$ cat src/rtl/mem_arb_pkg.sv
// Shared types and constants for the two-port memory arbiter.
package mem_arb_pkg;

    typedef enum logic [1:0] {
        IDLE = 2'd0,
        BUSY = 2'd1,
        RESP = 2'd2
    } state_e;

    localparam logic PORT_A = 1'b0;
    localparam logic PORT_B = 1'b1;

endpackage

$ cat src/rtl/mem_arbiter_if.sv
// Requester ports A/B plus the memory-side bus of the arbiter.
interface mem_arbiter_if #(
    parameter int ADDR_W = 32,
    parameter int DATA_W = 32
);
    logic              a_req;
    logic              a_we;
    logic [ADDR_W-1:0] a_addr;
    logic [DATA_W-1:0] a_wdata;
    logic              a_ready;
    logic [DATA_W-1:0] a_rdata;
    logic              a_stall;

    logic              b_req;
    logic              b_we;
    logic [ADDR_W-1:0] b_addr;
    logic [DATA_W-1:0] b_wdata;
    logic              b_ready;
    logic [DATA_W-1:0] b_rdata;

    logic              mem_en;
    logic              mem_we;
    logic [ADDR_W-1:0] mem_addr;
    logic [DATA_W-1:0] mem_wdata;
    logic [DATA_W-1:0] mem_rdata;

    logic              busy;

    // Arbiter side
    modport slave (
        input  a_req, a_we, a_addr, a_wdata,
        input  b_req, b_we, b_addr, b_wdata,
        input  mem_rdata,
        output a_ready, a_rdata, a_stall,
        output b_ready, b_rdata,
        output mem_en, mem_we, mem_addr, mem_wdata,
        output busy
    );

    // Requester and memory side
    modport master (
        output a_req, a_we, a_addr, a_wdata,
        output b_req, b_we, b_addr, b_wdata,
        output mem_rdata,
        input  a_ready, a_rdata, a_stall,
        input  b_ready, b_rdata,
        input  mem_en, mem_we, mem_addr, mem_wdata,
        input  busy
    );

endinterface

$ cat src/rtl/rr_arbiter2.sv
// Combinational two-way round-robin pick; on a tie the port that did not win last time is chosen.
module rr_arbiter2
    import mem_arb_pkg::*;
(
    input  logic a_req_i,
    input  logic b_req_i,
    input  logic last_grant_i,
    output logic valid_o,
    output logic grant_o
);

    // Grant selection
    always_comb begin
        valid_o = a_req_i | b_req_i;
        if (a_req_i && b_req_i) begin
            grant_o = (last_grant_i == PORT_A) ? PORT_B : PORT_A;
        end else if (b_req_i) begin
            grant_o = PORT_B;
        end else begin
            grant_o = PORT_A;
        end
    end

endmodule

$ cat src/rtl/mem_arbiter.sv
// Shares one fixed-latency single-port memory between a CPU port (A) and a loader/debug port (B).
module mem_arbiter
    import mem_arb_pkg::*;
#(
    parameter int ADDR_W      = 32,
    parameter int DATA_W      = 32,
    parameter int MEM_LATENCY = 2
) (
    input  logic          clk,
    input  logic          reset_n,
    mem_arbiter_if.slave  bus
);

    if (MEM_LATENCY < 1) begin : g_bad_latency
        $error("mem_arbiter: MEM_LATENCY must be >= 1");
    end

    localparam int                CNT_W    = $clog2(MEM_LATENCY) + 1;
    localparam logic [CNT_W-1:0] CNT_INIT = CNT_W'(MEM_LATENCY - 1);

    state_e            state_q,      state_d;
    logic              gnt_q,        gnt_d;
    logic              last_grant_q, last_grant_d;
    logic [CNT_W-1:0]  cnt_q,        cnt_d;
    logic              mem_en_q,     mem_en_d;
    logic              mem_we_q,     mem_we_d;
    logic [ADDR_W-1:0] mem_addr_q,   mem_addr_d;
    logic [DATA_W-1:0] mem_wdata_q,  mem_wdata_d;
    logic [DATA_W-1:0] a_rdata_q,    a_rdata_d;
    logic [DATA_W-1:0] b_rdata_q,    b_rdata_d;
    logic              a_ready_q,    a_ready_d;
    logic              b_ready_q,    b_ready_d;

    logic              pick_valid_s;
    logic              pick_port_s;

    rr_arbiter2 u_rr (
        .a_req_i      (bus.a_req),
        .b_req_i      (bus.b_req),
        .last_grant_i (last_grant_q),
        .valid_o      (pick_valid_s),
        .grant_o      (pick_port_s)
    );

    // State and data registers; reset aborts any transaction without a ready pulse
    always_ff @(posedge clk) begin
        if (!reset_n) begin
            state_q      <= IDLE;
            gnt_q        <= PORT_A;
            last_grant_q <= PORT_B;
            cnt_q        <= '0;
            mem_en_q     <= 1'b0;
            mem_we_q     <= 1'b0;
            mem_addr_q   <= '0;
            mem_wdata_q  <= '0;
            a_rdata_q    <= '0;
            b_rdata_q    <= '0;
            a_ready_q    <= 1'b0;
            b_ready_q    <= 1'b0;
        end else begin
            state_q      <= state_d;
            gnt_q        <= gnt_d;
            last_grant_q <= last_grant_d;
            cnt_q        <= cnt_d;
            mem_en_q     <= mem_en_d;
            mem_we_q     <= mem_we_d;
            mem_addr_q   <= mem_addr_d;
            mem_wdata_q  <= mem_wdata_d;
            a_rdata_q    <= a_rdata_d;
            b_rdata_q    <= b_rdata_d;
            a_ready_q    <= a_ready_d;
            b_ready_q    <= b_ready_d;
        end
    end

    // Next-state and datapath control
    always_comb begin
        state_d      = state_q;
        gnt_d        = gnt_q;
        last_grant_d = last_grant_q;
        cnt_d        = cnt_q;
        mem_en_d     = 1'b0;
        mem_we_d     = mem_we_q;
        mem_addr_d   = mem_addr_q;
        mem_wdata_d  = mem_wdata_q;
        a_rdata_d    = a_rdata_q;
        b_rdata_d    = b_rdata_q;
        a_ready_d    = 1'b0;
        b_ready_d    = 1'b0;

        case (state_q)
            IDLE: begin
                if (pick_valid_s) begin
                    state_d      = BUSY;
                    gnt_d        = pick_port_s;
                    last_grant_d = pick_port_s;
                    cnt_d        = CNT_INIT;
                    mem_en_d     = 1'b1;
                    if (pick_port_s == PORT_B) begin
                        mem_we_d    = bus.b_we;
                        mem_addr_d  = bus.b_addr;
                        mem_wdata_d = bus.b_wdata;
                    end else begin
                        mem_we_d    = bus.a_we;
                        mem_addr_d  = bus.a_addr;
                        mem_wdata_d = bus.a_wdata;
                    end
                end else begin
                    state_d = IDLE;
                end
            end
            BUSY: begin
                // Ready is registered here so it appears during RESP
                if (cnt_q == '0) begin
                    state_d = RESP;
                    if (gnt_q == PORT_B) begin
                        b_rdata_d = bus.mem_rdata;
                        b_ready_d = 1'b1;
                    end else begin
                        a_rdata_d = bus.mem_rdata;
                        a_ready_d = 1'b1;
                    end
                end else begin
                    cnt_d = cnt_q - CNT_W'(1);
                end
            end
            RESP: begin
                state_d = IDLE;
            end
            default: begin
                state_d = IDLE;
            end
        endcase
    end

    assign bus.mem_en    = mem_en_q;
    assign bus.mem_we    = mem_we_q;
    assign bus.mem_addr  = mem_addr_q;
    assign bus.mem_wdata = mem_wdata_q;
    assign bus.a_ready   = a_ready_q;
    assign bus.a_rdata   = a_rdata_q;
    assign bus.b_ready   = b_ready_q;
    assign bus.b_rdata   = b_rdata_q;
    assign bus.a_stall   = bus.a_req & ~a_ready_q;
    assign bus.busy      = (state_q != IDLE);

endmodule
$ cat src/flat_wrapper.sv
// flat-port wrapper written by rule: the top's interface ports become plain ports
module mem_arbiter_flat import mem_arb_pkg::*;
#(
    parameter int ADDR_W      = 32,
    parameter int DATA_W      = 32,
    parameter int MEM_LATENCY = 2
)
  (clk, reset_n, bus_a_req, bus_a_we, bus_a_addr, bus_a_wdata, bus_b_req, bus_b_we, bus_b_addr, bus_b_wdata, bus_mem_rdata, bus_a_ready, bus_a_rdata, bus_a_stall, bus_b_ready, bus_b_rdata, bus_mem_en, bus_mem_we, bus_mem_addr, bus_mem_wdata, bus_busy);
  mem_arbiter_if #(.ADDR_W(ADDR_W), .DATA_W(DATA_W)) bus_i ();
  input  logic clk;
  input  logic reset_n;
  input wire logic [$bits(bus_i.a_req)-1:0] bus_a_req;
  input wire logic [$bits(bus_i.a_we)-1:0] bus_a_we;
  input wire logic [$bits(bus_i.a_addr)-1:0] bus_a_addr;
  input wire logic [$bits(bus_i.a_wdata)-1:0] bus_a_wdata;
  input wire logic [$bits(bus_i.b_req)-1:0] bus_b_req;
  input wire logic [$bits(bus_i.b_we)-1:0] bus_b_we;
  input wire logic [$bits(bus_i.b_addr)-1:0] bus_b_addr;
  input wire logic [$bits(bus_i.b_wdata)-1:0] bus_b_wdata;
  input wire logic [$bits(bus_i.mem_rdata)-1:0] bus_mem_rdata;
  output wire logic [$bits(bus_i.a_ready)-1:0] bus_a_ready;
  output wire logic [$bits(bus_i.a_rdata)-1:0] bus_a_rdata;
  output wire logic [$bits(bus_i.a_stall)-1:0] bus_a_stall;
  output wire logic [$bits(bus_i.b_ready)-1:0] bus_b_ready;
  output wire logic [$bits(bus_i.b_rdata)-1:0] bus_b_rdata;
  output wire logic [$bits(bus_i.mem_en)-1:0] bus_mem_en;
  output wire logic [$bits(bus_i.mem_we)-1:0] bus_mem_we;
  output wire logic [$bits(bus_i.mem_addr)-1:0] bus_mem_addr;
  output wire logic [$bits(bus_i.mem_wdata)-1:0] bus_mem_wdata;
  output wire logic [$bits(bus_i.busy)-1:0] bus_busy;
  assign bus_i.a_req = bus_a_req;
  assign bus_i.a_we = bus_a_we;
  assign bus_i.a_addr = bus_a_addr;
  assign bus_i.a_wdata = bus_a_wdata;
  assign bus_i.b_req = bus_b_req;
  assign bus_i.b_we = bus_b_we;
  assign bus_i.b_addr = bus_b_addr;
  assign bus_i.b_wdata = bus_b_wdata;
  assign bus_i.mem_rdata = bus_mem_rdata;
  assign bus_a_ready = bus_i.a_ready;
  assign bus_a_rdata = bus_i.a_rdata;
  assign bus_a_stall = bus_i.a_stall;
  assign bus_b_ready = bus_i.b_ready;
  assign bus_b_rdata = bus_i.b_rdata;
  assign bus_mem_en = bus_i.mem_en;
  assign bus_mem_we = bus_i.mem_we;
  assign bus_mem_addr = bus_i.mem_addr;
  assign bus_mem_wdata = bus_i.mem_wdata;
  assign bus_busy = bus_i.busy;
  mem_arbiter #(.ADDR_W(ADDR_W), .DATA_W(DATA_W), .MEM_LATENCY(MEM_LATENCY)) u_core (.clk(clk), .reset_n(reset_n), .bus(bus_i));
endmodule
$ cat config.mk
export PLATFORM = sky130hd
export DESIGN_NAME = mem_arbiter_flat
export DESIGN_NICKNAME = d
export VERILOG_FILES = /design/src/rtl/mem_arb_pkg.sv /design/src/rtl/mem_arbiter_if.sv /design/src/rtl/rr_arbiter2.sv /design/src/rtl/mem_arbiter.sv /design/src/flat_wrapper.sv
export SDC_FILE = /design/constraint.sdc
export NUM_CORES = 1
export LEC_CHECK = 0
export ABC_CLOCK_PERIOD_IN_PS = 2200
export BUFFER_PORTS_ARGS = -buffer_cell sky130_fd_sc_hd__buf_2
export CAP_MARGIN = 20
export CORE_AREA = 2 2 131 120
export DETAILED_ROUTE_END_ITERATION = 10
export DIE_AREA = 0 0 133 122
export PLACE_DENSITY = 0.76
export SLEW_MARGIN = 25
export SYNTH_ARGS = -nofsm -noshare
export SYNTH_HDL_FRONTEND = slang
export SYNTH_SLANG_ARGS = --single-unit
$ cat constraint.sdc
create_clock -name clk -period 2.2 [get_ports clk]
set_clock_uncertainty 0.2 [all_clocks]
set_input_delay 0.44 -clock clk [delete_from_list [all_inputs] [get_ports clk]]
set_output_delay 0.44 -clock clk [all_outputs]
set_load 0.02 [all_outputs]
## After elaboration in Yosys (flattened, before gate mapping)

Cells that the tools add are included.

| operators by class | value |
|---|---|
| add/subtract/negate cells | 1 |
| multipliers | 0 |
| divide/modulo/power cells | 0 |
| magnitude comparators | 0 |
| equal/unequal tests | 4 |
| shifts and indexed selects | 0 |
| mux-type cells | 15 |
| bitwise operators | 4 |
| reduce and logical (&&, ||, !) cells | 11 |

Operator list:

| operator | number |
|---|---|
| 32-bit two-way mux | 2 |
| 3-bit AND reduction | 4 |
| 1-bit two-way mux | 8 |
| 2-bit one-hot mux with 2 select lines | 2 |
| 2-bit two-way mux | 3 |
| 2-bit logical NOT | 2 |
| 2-bit by 1-bit inequality test with 1-bit output, second input constant | 2 |
| 2-bit AND reduction | 2 |
| 2-bit nonzero test | 2 |
| 2-bit by 1-bit == test with 1-bit output, second input constant | 1 |
| 2-bit inequality test, second input constant | 1 |
| 1-bit NOT | 2 |
| 2-bit by 1-bit subtractor with 2-bit output, second input constant | 1 |
| 1-bit bitwise AND | 1 |
| 1-bit logical AND | 1 |
| 1-bit OR | 1 |

| storage, ports and cells | value |
|---|---|
| bits in registers | 138 |
| bits in latches | 0 |
| bits in writable memories | 0 |
| ROM bits | 0 |
| bits of input ports | 166 |
| logic and storage cells | 47 |
| memories | 0 |

## Logic depth before layout (Yosys ltp)

Gate-level depths: netlist of the first run.

| depth | value |
|---|---|
| depth after elaboration | 3 |
| gate-level depth with buffers | 7 |
| gate-level depth less buffers | 5 |

## By module

From an unflattened synthesis of the first run, not the netlist that was laid out.

| unflattened totals | value |
|---|---|
| cell total of the unflattened synthesis | 581 |
| area, all modules | 5,795.6 um2 |

By module, submodules not included:

| module | times used | cells each | area an instance (um2) | seq. area each (um2) |
|---|---|---|---|---|
| mem_arbiter | 1 | 579 | 5,781.8 | 2,762.6 |
| rr_arbiter2 | 1 | 2 | 13.8 | 0.0 |

## Least setup slack after synthesis of the first run

No wires, ideal clock.

| timing path | value |
|---|---|
| path kind | input to register |
| start | input bus_b_req |
| end | register u_core.mem_addr_q[12] (netlist: u_core.bus.mem_addr[12]) |
| library setup time | 0.147 ns |
| data arrival time | 1.250 ns |
| data required time | 1.853 ns |
| path slack | 0.603 ns |
| stages | 6 |
| buffers on the path | 3 |
| cells stage by stage | or2_1 -> buf_4 -> buf_6 -> buf_6 -> a21oi_1 -> a311oi_2 |

| between the ends | value |
|---|---|
| longest elaborated chain between the ends | 3 |
| elaborated cells on any way between the ends | 6 |

Ends and longest elaborated chain:

| what | line | source |
|---|---|---|
| start, declared | flat_wrapper.sv:16 | `input wire logic [$bits(bus_i.b_req)-1:0] bus_b_req;` |
| 1-bit two-way mux or 1-bit logical AND (tied branches) | rr_arbiter2.sv:17, rr_arbiter2.sv:15 |  |
| 1-bit two-way mux | rr_arbiter2.sv:15 | `if (a_req_i && b_req_i) begin` |
| 32-bit two-way mux | mem_arbiter.sv:99 | `if (pick_port_s == PORT_B) begin` |
| end signal, assigned | mem_arbiter.sv:67 | `mem_addr_q <= mem_addr_d;` |
| end, declared | mem_arbiter.sv:27 | `logic [ADDR_W-1:0] mem_addr_q, mem_addr_d;` |

Several ways; a longest one is shown, not always the timed one.
A chain may end at the register's enable or synchronous reset.

## Worst setup path in the final report of the first run

| timing path | value |
|---|---|
| start | register u_core.state_q[0] |
| end | output bus_busy |

| between the ends | value |
|---|---|
| longest elaborated chain between the ends | 1 |

Ends and longest elaborated chain:

| what | line | source |
|---|---|---|
| start, declared | mem_arbiter.sv:21 | `state_e state_q, state_d;` |
| start signal, assigned | mem_arbiter.sv:61 | `state_q <= state_d;` |
| 2-bit nonzero test | mem_arbiter.sv:145 | `assign bus.busy = (state_q != IDLE);` |
| end, declared | flat_wrapper.sv:30 | `output wire logic [$bits(bus_i.busy)-1:0] bus_busy;` |

Every way passes these cells.

==> results of run 1 <==
[Yosys cell counts, drive strengths merged, types with 2 or more instances]
cell type  instances  area [um^2]
o21a               2         15.0
buf               53          355
nor2b              2         12.5
clkbuf            15         56.3
a21oi             68          378
nor2               5         21.3
inv                4         15.0
nand2            162          608
nand4b             2         17.5
dfxtp            138         2760
nand3             66          330
o21ai             66          330
a311oi            65          882
[worst max-delay path, stage by stage (launching register included)]
cell     delay [ps]
dfxtp_1         510
nor2_4           70
inv_2           110
buf_2           200
[kinds of logic after synthesis]
kind of cell | share of synthesized area, %
compound gates | 27.9
fa+ha+maj | 0.213
buf+inv | 7.26
flops | 47.0
simple gates | 17.6
[per-layer routing]
| metal | share of wire (%) | GRT usage (%) | vias to the layer above |
|---|---|---|---|
| met3 | 7.0 | 5.16 | 21 |
| met2 | 48 | 34.3 | 235 |
| met5 | 0 | 0 | - |
| met4 | 1.8 | 7.66 | 0 |
| li1 | - | - | 2882 |
| met1 | 43 | 24.6 | 2641 |
[sequential cells by signal, summed over array words and instances (netlist names)]
register and flops:
u_core.bus.mem_addr 32, u_core.bus.a_ready 1, u_core.gnt_q 1, u_core.bus.b_rdata 32
u_core.bus.mem_we 1, u_core.bus.a_rdata 32, u_core.cnt_q 2, u_core.bus.b_ready 1
u_core.bus.mem_wdata 32, u_core.bus.mem_en 1, u_core.state_q 2, u_core.last_grant_q 1
[path summary, 6_finish.rpt]
path,from,to,slack [ps],cells past startpoint
worst min register to register,u_core.bus.b_rdata[0],u_core.bus.b_rdata[0],250,2
worst max register to register,u_core.state_q[0],u_core.bus.mem_addr[7],460,5
worst min-delay path,bus_mem_rdata[29],u_core.bus.a_rdata[29],80,3
worst max-delay path,u_core.state_q[0],bus_busy,270,3
[metrics by stage]
step / total power [uW] / utilization, % / instance area, um^2 / std cells
global placement: 4700 / 49.5 / 7440 / 1107
CTS: 7590 / 53.5 / 8030 / 1139
global route: 7870 / 53.5 / 8030 / 1139
detailed placement: 4730 / 49.5 / 7440 / 1107
floorplan: 4160 / - / 5880 / 658
finish: 7500 / 53.5 / 8030 / 1139
[power groups by stage]
stage	registers [uW]	clock network, uW	logic, uW
3_5_place_dp	2960	0	1770
4_1_cts	2900	2910	1770
5_1_grt	2930	3030	1900
3_3_place_gp	2950	0	1750
6_report	2900	2850	1750
2_1_floorplan	3250	0	916
[cell type report]
type                       instances  area, um^2  area share, %
tap                              202         253           3.15
multi-input combinational        448        2710           33.8
inverter                           4        16.3          0.203
timing repair buffer             315        1690           21.1
sequential                       138        2760           34.4
clock inverter                    12         138           1.71
clock buffer                      20         457           5.69
==> run_summary.xml, run 1 <==
<?xml version="1.0" encoding="UTF-8"?>
<metrics>
  <group name="run_status">
    <metric name="outcome" unit="">complete, no violations</metric>
  </group>
  <group name="flow_run">
    <metric name="maxCapViolations" unit="">0</metric>
  </group>
  <group name="sta">
    <metric name="min_period_over_period" unit="%">87.8</metric>
    <metric name="timing.final.crit_period" unit="ps">1930</metric>
    <metric name="report.final.slew_viol_count" unit="">0</metric>
    <metric name="report.final.setup_viol" unit="">0</metric>
    <metric name="fin_worst_hold_slack" unit="ps">81.7</metric>
    <metric name="setup_total_negative_slack" unit="ps">0</metric>
    <metric name="relSlewSlack" unit="%">64.6</metric>
    <metric name="worstMarginPinSlew" unit="ps">531</metric>
    <metric name="grt_setup_unrepaired" unit="">no</metric>
    <metric name="report.final.hold_viol_count" unit="">0</metric>
    <metric name="setup_slack" unit="ps">269</metric>
    <metric name="fmax" unit="GHz">0.518</metric>
  </group>
  <group name="power">
    <metric name="p_seq_share" unit="%">38.7</metric>
    <metric name="fraction_of_power_spent_switching_nets" unit="%">31.4</metric>
    <metric name="power.ir.vdd_worst" unit="uV">554</metric>
    <metric name="p_leak" unit="uW">0.00364</metric>
    <metric name="power.density_cell_area" unit="mW/mm^2">934</metric>
    <metric name="share_comb_of_total_power" unit="%">23.4</metric>
    <metric name="p_switching" unit="uW">2360</metric>
    <metric name="p_int" unit="uW">5150</metric>
    <metric name="power.share.clock" unit="%">37.9</metric>
  </group>
  <group name="clock_tree">
    <metric name="ctsHoldBuffers" unit="">0</metric>
    <metric name="post-cts-setup-buffers" unit="">0</metric>
    <metric name="clock_root_buffer" unit="">clkbuf_16</metric>
    <metric name="worst_skew_pair.late_latency" unit="ps">410</metric>
    <metric name="cts.clk_slew.worst_paths" unit="ps">60</metric>
    <metric name="tritoncts.num_buffers" unit="">17</metric>
    <metric name="tritoncts_clock_tree" unit="">yes</metric>
    <metric name="cts-root-to-sink-buffers" unit="">2</metric>
    <metric name="cts-resized-gates" unit="">0</metric>
    <metric name="h-tree-depth" unit="">4</metric>
    <metric name="numClockSinks" unit="">138</metric>
  </group>
  <group name="route">
    <metric name="drt-vias-per-instance" unit="">5.07</metric>
    <metric name="wl_per_cell" unit="um">14.7</metric>
    <metric name="drc_violation_count_after_routing" unit="">0</metric>
    <metric name="detailroute.via_count" unit="">5779</metric>
    <metric name="first_iter_violations" unit="">227</metric>
    <metric name="drt-pass1-iter-count" unit="">4</metric>
    <metric name="totalWireLength" unit="um">16700</metric>
    <metric name="drtAntennaViolNets" unit="">0</metric>
  </group>
  <group name="floorplanning">
    <metric name="fp.dieH" unit="um">122</metric>
    <metric name="floorplan.initialDensity" unit="%">39.2</metric>
    <metric name="die_area" unit="mm^2">0.0162</metric>
    <metric name="floorplan.core_area" unit="mm^2">0.0150</metric>
    <metric name="floorplan.io_pins" unit="">300</metric>
    <metric name="die_x" unit="um">133</metric>
    <metric name="fp-row-count" unit="">43</metric>
  </group>
  <group name="grt">
    <metric name="first_pass_grt_wire_length" unit="um">26200</metric>
    <metric name="antenna_violations_before_repair" unit="">0</metric>
    <metric name="grt_overflow_total" unit="">0</metric>
    <metric name="grt_util_all_layers" unit="%">20.1</metric>
    <metric name="grt_start_max_net_pins" unit="">97</metric>
    <metric name="vias_in_the_first_global_route" unit="">5278</metric>
  </group>
  <group name="worst_setup_path">
    <metric name="worst_setup_path_end_kind" unit="">output port</metric>
    <metric name="worst_ep_arrival_time" unit="ps">1290</metric>
    <metric name="critical_path.max_fanout" unit="">8</metric>
    <metric name="worstSetupStartpointType" unit="">register</metric>
    <metric name="worst_ep_required_time" unit="ps">1560</metric>
    <metric name="critical_path_class" unit="">reg2out</metric>
  </group>
  <group name="layout">
    <metric name="final_layout_size_suffix_gt1_share" unit="%">44.3</metric>
    <metric name="final_net_count" unit="">1091</metric>
    <metric name="layout.cells.most_common_list" unit="">299 x buf_2, 162 x nand2_1, 138 x dfxtp_1</metric>
    <metric name="fillers" unit="">1413</metric>
    <metric name="number_of_diodes_added_for_antenna_fixing" unit="">0</metric>
    <metric name="areaGrowthSynthToFinish" unit="%">36.6</metric>
    <metric name="mostFrequentLayoutCell" unit="">buf_2</metric>
  </group>
  <group name="synth">
    <metric name="postSynth.asyncResetShare" unit="%">0</metric>
    <metric name="synth.avg_cell_area" unit="um^2">8.93</metric>
    <metric name="synth.yosys.seq_area_share" unit="%">47.0</metric>
    <metric name="ys_seq_elements" unit="">138</metric>
    <metric name="synth-edff-count" unit="">0</metric>
    <metric name="syn_inst" unit="">658</metric>
    <metric name="synth.yosys.warnings" unit="">0</metric>
    <metric name="synthesis.nets" unit="">825</metric>
    <metric name="yosysUniqueCellTypes" unit="">32</metric>
    <metric name="post_synth_instance_area" unit="mm^2">0.00588</metric>
    <metric name="synth_ff_type" unit="">dfxtp_1</metric>
  </group>
  <group name="placement">
    <metric name="placer_s_final_routability_congestion_estimate" unit="">0.766</metric>
    <metric name="dp_hpwl" unit="um">11700</metric>
    <metric name="placement.io_buffers" unit="">299</metric>
    <metric name="dp_slack" unit="ps">332</metric>
  </group>
  <group name="worst_hold_path">
    <metric name="worstHoldPathType" unit="">in2reg</metric>
  </group>
</metrics>
No activity file was read; power rests on OpenSTA's default activity.
==> run 2: changes to the inputs <==
Settings changed: ABC_CLOCK_PERIOD_IN_PS 2200 to 1900, CORE_AREA 2 2 131 120 to 2 2 123 113, DIE_AREA 0 0 133 122 to 0 0 125 115, PLACE_DENSITY 0.76 to 0.84, RECOVER_POWER from default to 25.
Clock period 2.2 ns to 1.9 ns, I/O delays scaled along.
==> run_summary.xml, run 2 (synthesis results as in run 1) <==
<?xml version="1.0" encoding="UTF-8"?>
<metrics>
  <group name="run_status">
    <metric name="outcome" unit="">complete, no violations</metric>
  </group>
  <group name="route">
    <metric name="drt-vias-per-instance" unit="">5.32</metric>
    <metric name="met2RoutedLength" unit="um">8200</metric>
    <metric name="first_iter_violations" unit="">374</metric>
    <metric name="drt-pass1-iter-count" unit="">5</metric>
    <metric name="wl_per_cell" unit="um">15.1</metric>
    <metric name="totalWireLength" unit="um">16700</metric>
    <metric name="detailed_routed_wire_length_on_met3" unit="um">1300</metric>
    <metric name="detailroute.via_count" unit="">5881</metric>
    <metric name="top_signal_layer_used" unit="">met4</metric>
    <metric name="drtAntennaViolNets" unit="">0</metric>
    <metric name="wl_met1" unit="um">6790</metric>
    <metric name="drc_violation_count_after_routing" unit="">0</metric>
  </group>
  <group name="worst_hold_path">
    <metric name="worstHoldPathType" unit="">in2reg</metric>
    <metric name="whs_endpoint" unit="">u_core.bus.b_rdata[0]</metric>
    <metric name="hold_path.startpoint" unit="">bus_mem_rdata[0]</metric>
    <metric name="min_delay_path_depth" unit="">3</metric>
  </group>
  <group name="clock_tree">
    <metric name="cts-resized-gates" unit="">0</metric>
    <metric name="worst_skew_pair.late_latency" unit="ps">400</metric>
    <metric name="post-cts-setup-buffers" unit="">0</metric>
    <metric name="cts-root-to-sink-buffers" unit="">2</metric>
    <metric name="tritoncts.num_buffers" unit="">17</metric>
    <metric name="ctsHoldBuffers" unit="">0</metric>
    <metric name="tritoncts_clock_tree" unit="">yes</metric>
    <metric name="h-tree-depth" unit="">4</metric>
    <metric name="clock_root_buffer" unit="">clkbuf_16</metric>
    <metric name="cts.clk_slew.worst_paths" unit="ps">50</metric>
    <metric name="numClockSinks" unit="">138</metric>
  </group>
  <group name="worst_setup_path">
    <metric name="worstRegToRegCells" unit="">4</metric>
    <metric name="critical_path.reg2reg.endpoint" unit="">u_core.bus.mem_addr[9]</metric>
    <metric name="timing.critical_path.from" unit="">u_core.state_q[1]</metric>
    <metric name="setup.reg_to_reg.worst_slack" unit="ps">150</metric>
    <metric name="worst_ep_required_time" unit="ps">1320</metric>
    <metric name="worst_setup_path_end_kind" unit="">output port</metric>
    <metric name="r2r_start" unit="">u_core.state_q[1]</metric>
    <metric name="worst_ep_arrival_time" unit="ps">1220</metric>
    <metric name="worstSetupStartpointType" unit="">register</metric>
    <metric name="critical_path.max_fanout" unit="">7</metric>
    <metric name="critical_path_class" unit="">reg2out</metric>
  </group>
  <group name="placement">
    <metric name="placement.io_buffers" unit="">299</metric>
    <metric name="placer_s_final_routability_congestion_estimate" unit="">0.801</metric>
    <metric name="dp.cells" unit="">1074</metric>
    <metric name="dp_hpwl" unit="um">11700</metric>
    <metric name="dpl-instance-area" unit="mm^2">0.00748</metric>
  </group>
  <group name="power">
    <metric name="fraction_of_power_spent_switching_nets" unit="%">29.8</metric>
    <metric name="power.ir.vdd_worst" unit="uV">677</metric>
    <metric name="power.share.clock" unit="%">38.5</metric>
    <metric name="p_seq_share" unit="%">38.2</metric>
    <metric name="power.density_cell_area" unit="mW/mm^2">1100</metric>
    <metric name="share_comb_of_total_power" unit="%">23.4</metric>
    <metric name="p_switching" unit="uW">2630</metric>
    <metric name="p_leak" unit="uW">0.00343</metric>
    <metric name="p_int" unit="uW">6180</metric>
  </group>
  <group name="floorplanning">
    <metric name="floorplan.initialDensity" unit="%">44.8</metric>
    <metric name="fp-row-count" unit="">40</metric>
    <metric name="die_area" unit="mm^2">0.0144</metric>
    <metric name="die_x" unit="um">125</metric>
    <metric name="floorplan.core_area" unit="mm^2">0.0131</metric>
    <metric name="floorplan.io_pins" unit="">300</metric>
    <metric name="fp.dieH" unit="um">115</metric>
  </group>
  <group name="sta">
    <metric name="grt_setup_unrepaired" unit="">no</metric>
    <metric name="fin_worst_hold_slack" unit="ps">35.2</metric>
    <metric name="relSlewSlack" unit="%">62.9</metric>
    <metric name="worstMarginPinSlew" unit="ps">556</metric>
    <metric name="fmax" unit="GHz">0.556</metric>
    <metric name="report.final.slew_viol_count" unit="">0</metric>
    <metric name="report.final.hold_viol_count" unit="">0</metric>
    <metric name="timing.final.crit_period" unit="ps">1800</metric>
    <metric name="setup_total_negative_slack" unit="ps">0</metric>
    <metric name="min_period_over_period" unit="%">94.6</metric>
    <metric name="report.final.setup_viol" unit="">0</metric>
  </group>
  <group name="layout">
    <metric name="fillers" unit="">1159</metric>
    <metric name="mostFrequentLayoutCell" unit="">buf_2</metric>
    <metric name="areaGrowthSynthToFinish" unit="%">36.2</metric>
    <metric name="layout.cells.most_common_list" unit="">235 x buf_2, 162 x nand2_1, 138 x dfxtp_1</metric>
    <metric name="post_layout_instance_area" unit="mm^2">0.00801</metric>
    <metric name="final_net_count" unit="">1092</metric>
    <metric name="final_non_filler_cell_total" unit="">1106</metric>
    <metric name="final_layout_size_suffix_gt1_share" unit="%">37.2</metric>
  </group>
  <group name="grt">
    <metric name="grt_overflow_total" unit="">0</metric>
    <metric name="vias_in_the_first_global_route" unit="">5296</metric>
    <metric name="grt_start_max_net_pins" unit="">82</metric>
    <metric name="grt_util_all_layers" unit="%">22.2</metric>
    <metric name="antenna_violations_before_repair" unit="">0</metric>
    <metric name="first_pass_grt_wire_length" unit="um">26200</metric>
  </group>
  <group name="flow_run">
    <metric name="maxCapViolations" unit="">0</metric>
  </group>
</metrics>
==> run 2: changes by cell type in the layout (fill, tap and decap cells not counted), sizes merged <==
cell,delta
inv,-4
diode,+1
bufinv,+1
clkinvlp,-3
buf,-63
clkbuf,+69
==> run 2: layer usage <==
| layer | global-route usage (%) | vias up |
|---|---|---|
| met2 | 37.5 | 272 |
| li1 | - | 2885 |
| met4 | 9.48 | 0 |
| met5 | 0 | - |
| met1 | 27.0 | 2691 |
| met3 | 6.10 | 33 |
==> run 2: worst max-delay path by stage <==
stage | to | slack (ps) | cells after the start
2_1_floorplan | u_core.bus.b_rdata[12] | 330 | 6
3_3_place_gp | u_core.bus.mem_wdata[13] | 170 | 5
3_5_place_dp | u_core.bus.mem_wdata[12] | 140 | 5
4_1_cts | bus_busy | 70 | 3
5_1_grt | bus_busy | 30 | 3
6_report | bus_busy | 100 | 3
==> run 2: critical path, stage by stage (launching register included) <==
cell and delay, ps:
dfxtp_1 450, nor2_4 70, inv_2 110, buf_2 190
==> run 2: stage by stage <==
step	setup WS (ps)	power (uW)	util [%]
4_1_cts	69.4	8920	61.7
6_report	103	8810	61.0
5_1_grt	28.4	9200	61.0
2_1_floorplan	332	4820	-
3_5_place_dp	141	5520	57.0
3_3_place_gp	173	5470	57.0
==> run 2: final cells by class <==
type	count	area (um^2)	share of cell area [%]
flip-flops and latches	138	2760	34.5
multi-input cells	448	2710	33.9
repair buffers	316	1690	21.1
clock buffers	25	505	6.31
well taps	168	210	2.63
clock inverters	6	110	1.38
inverters	4	16.3	0.203
diodes	1	2.50	0.0313
==> run 2: power by group through the flow <==
stage          sequential (uW)  clock (uW)  combinational (uW)
5_1_grt                   3390        3580                2230
2_1_floorplan             3760           0                1060
6_report                  3360        3390                2060
4_1_cts                   3360        3450                2110
3_5_place_dp              3410           0                2100
3_3_place_gp              3400           0                2070
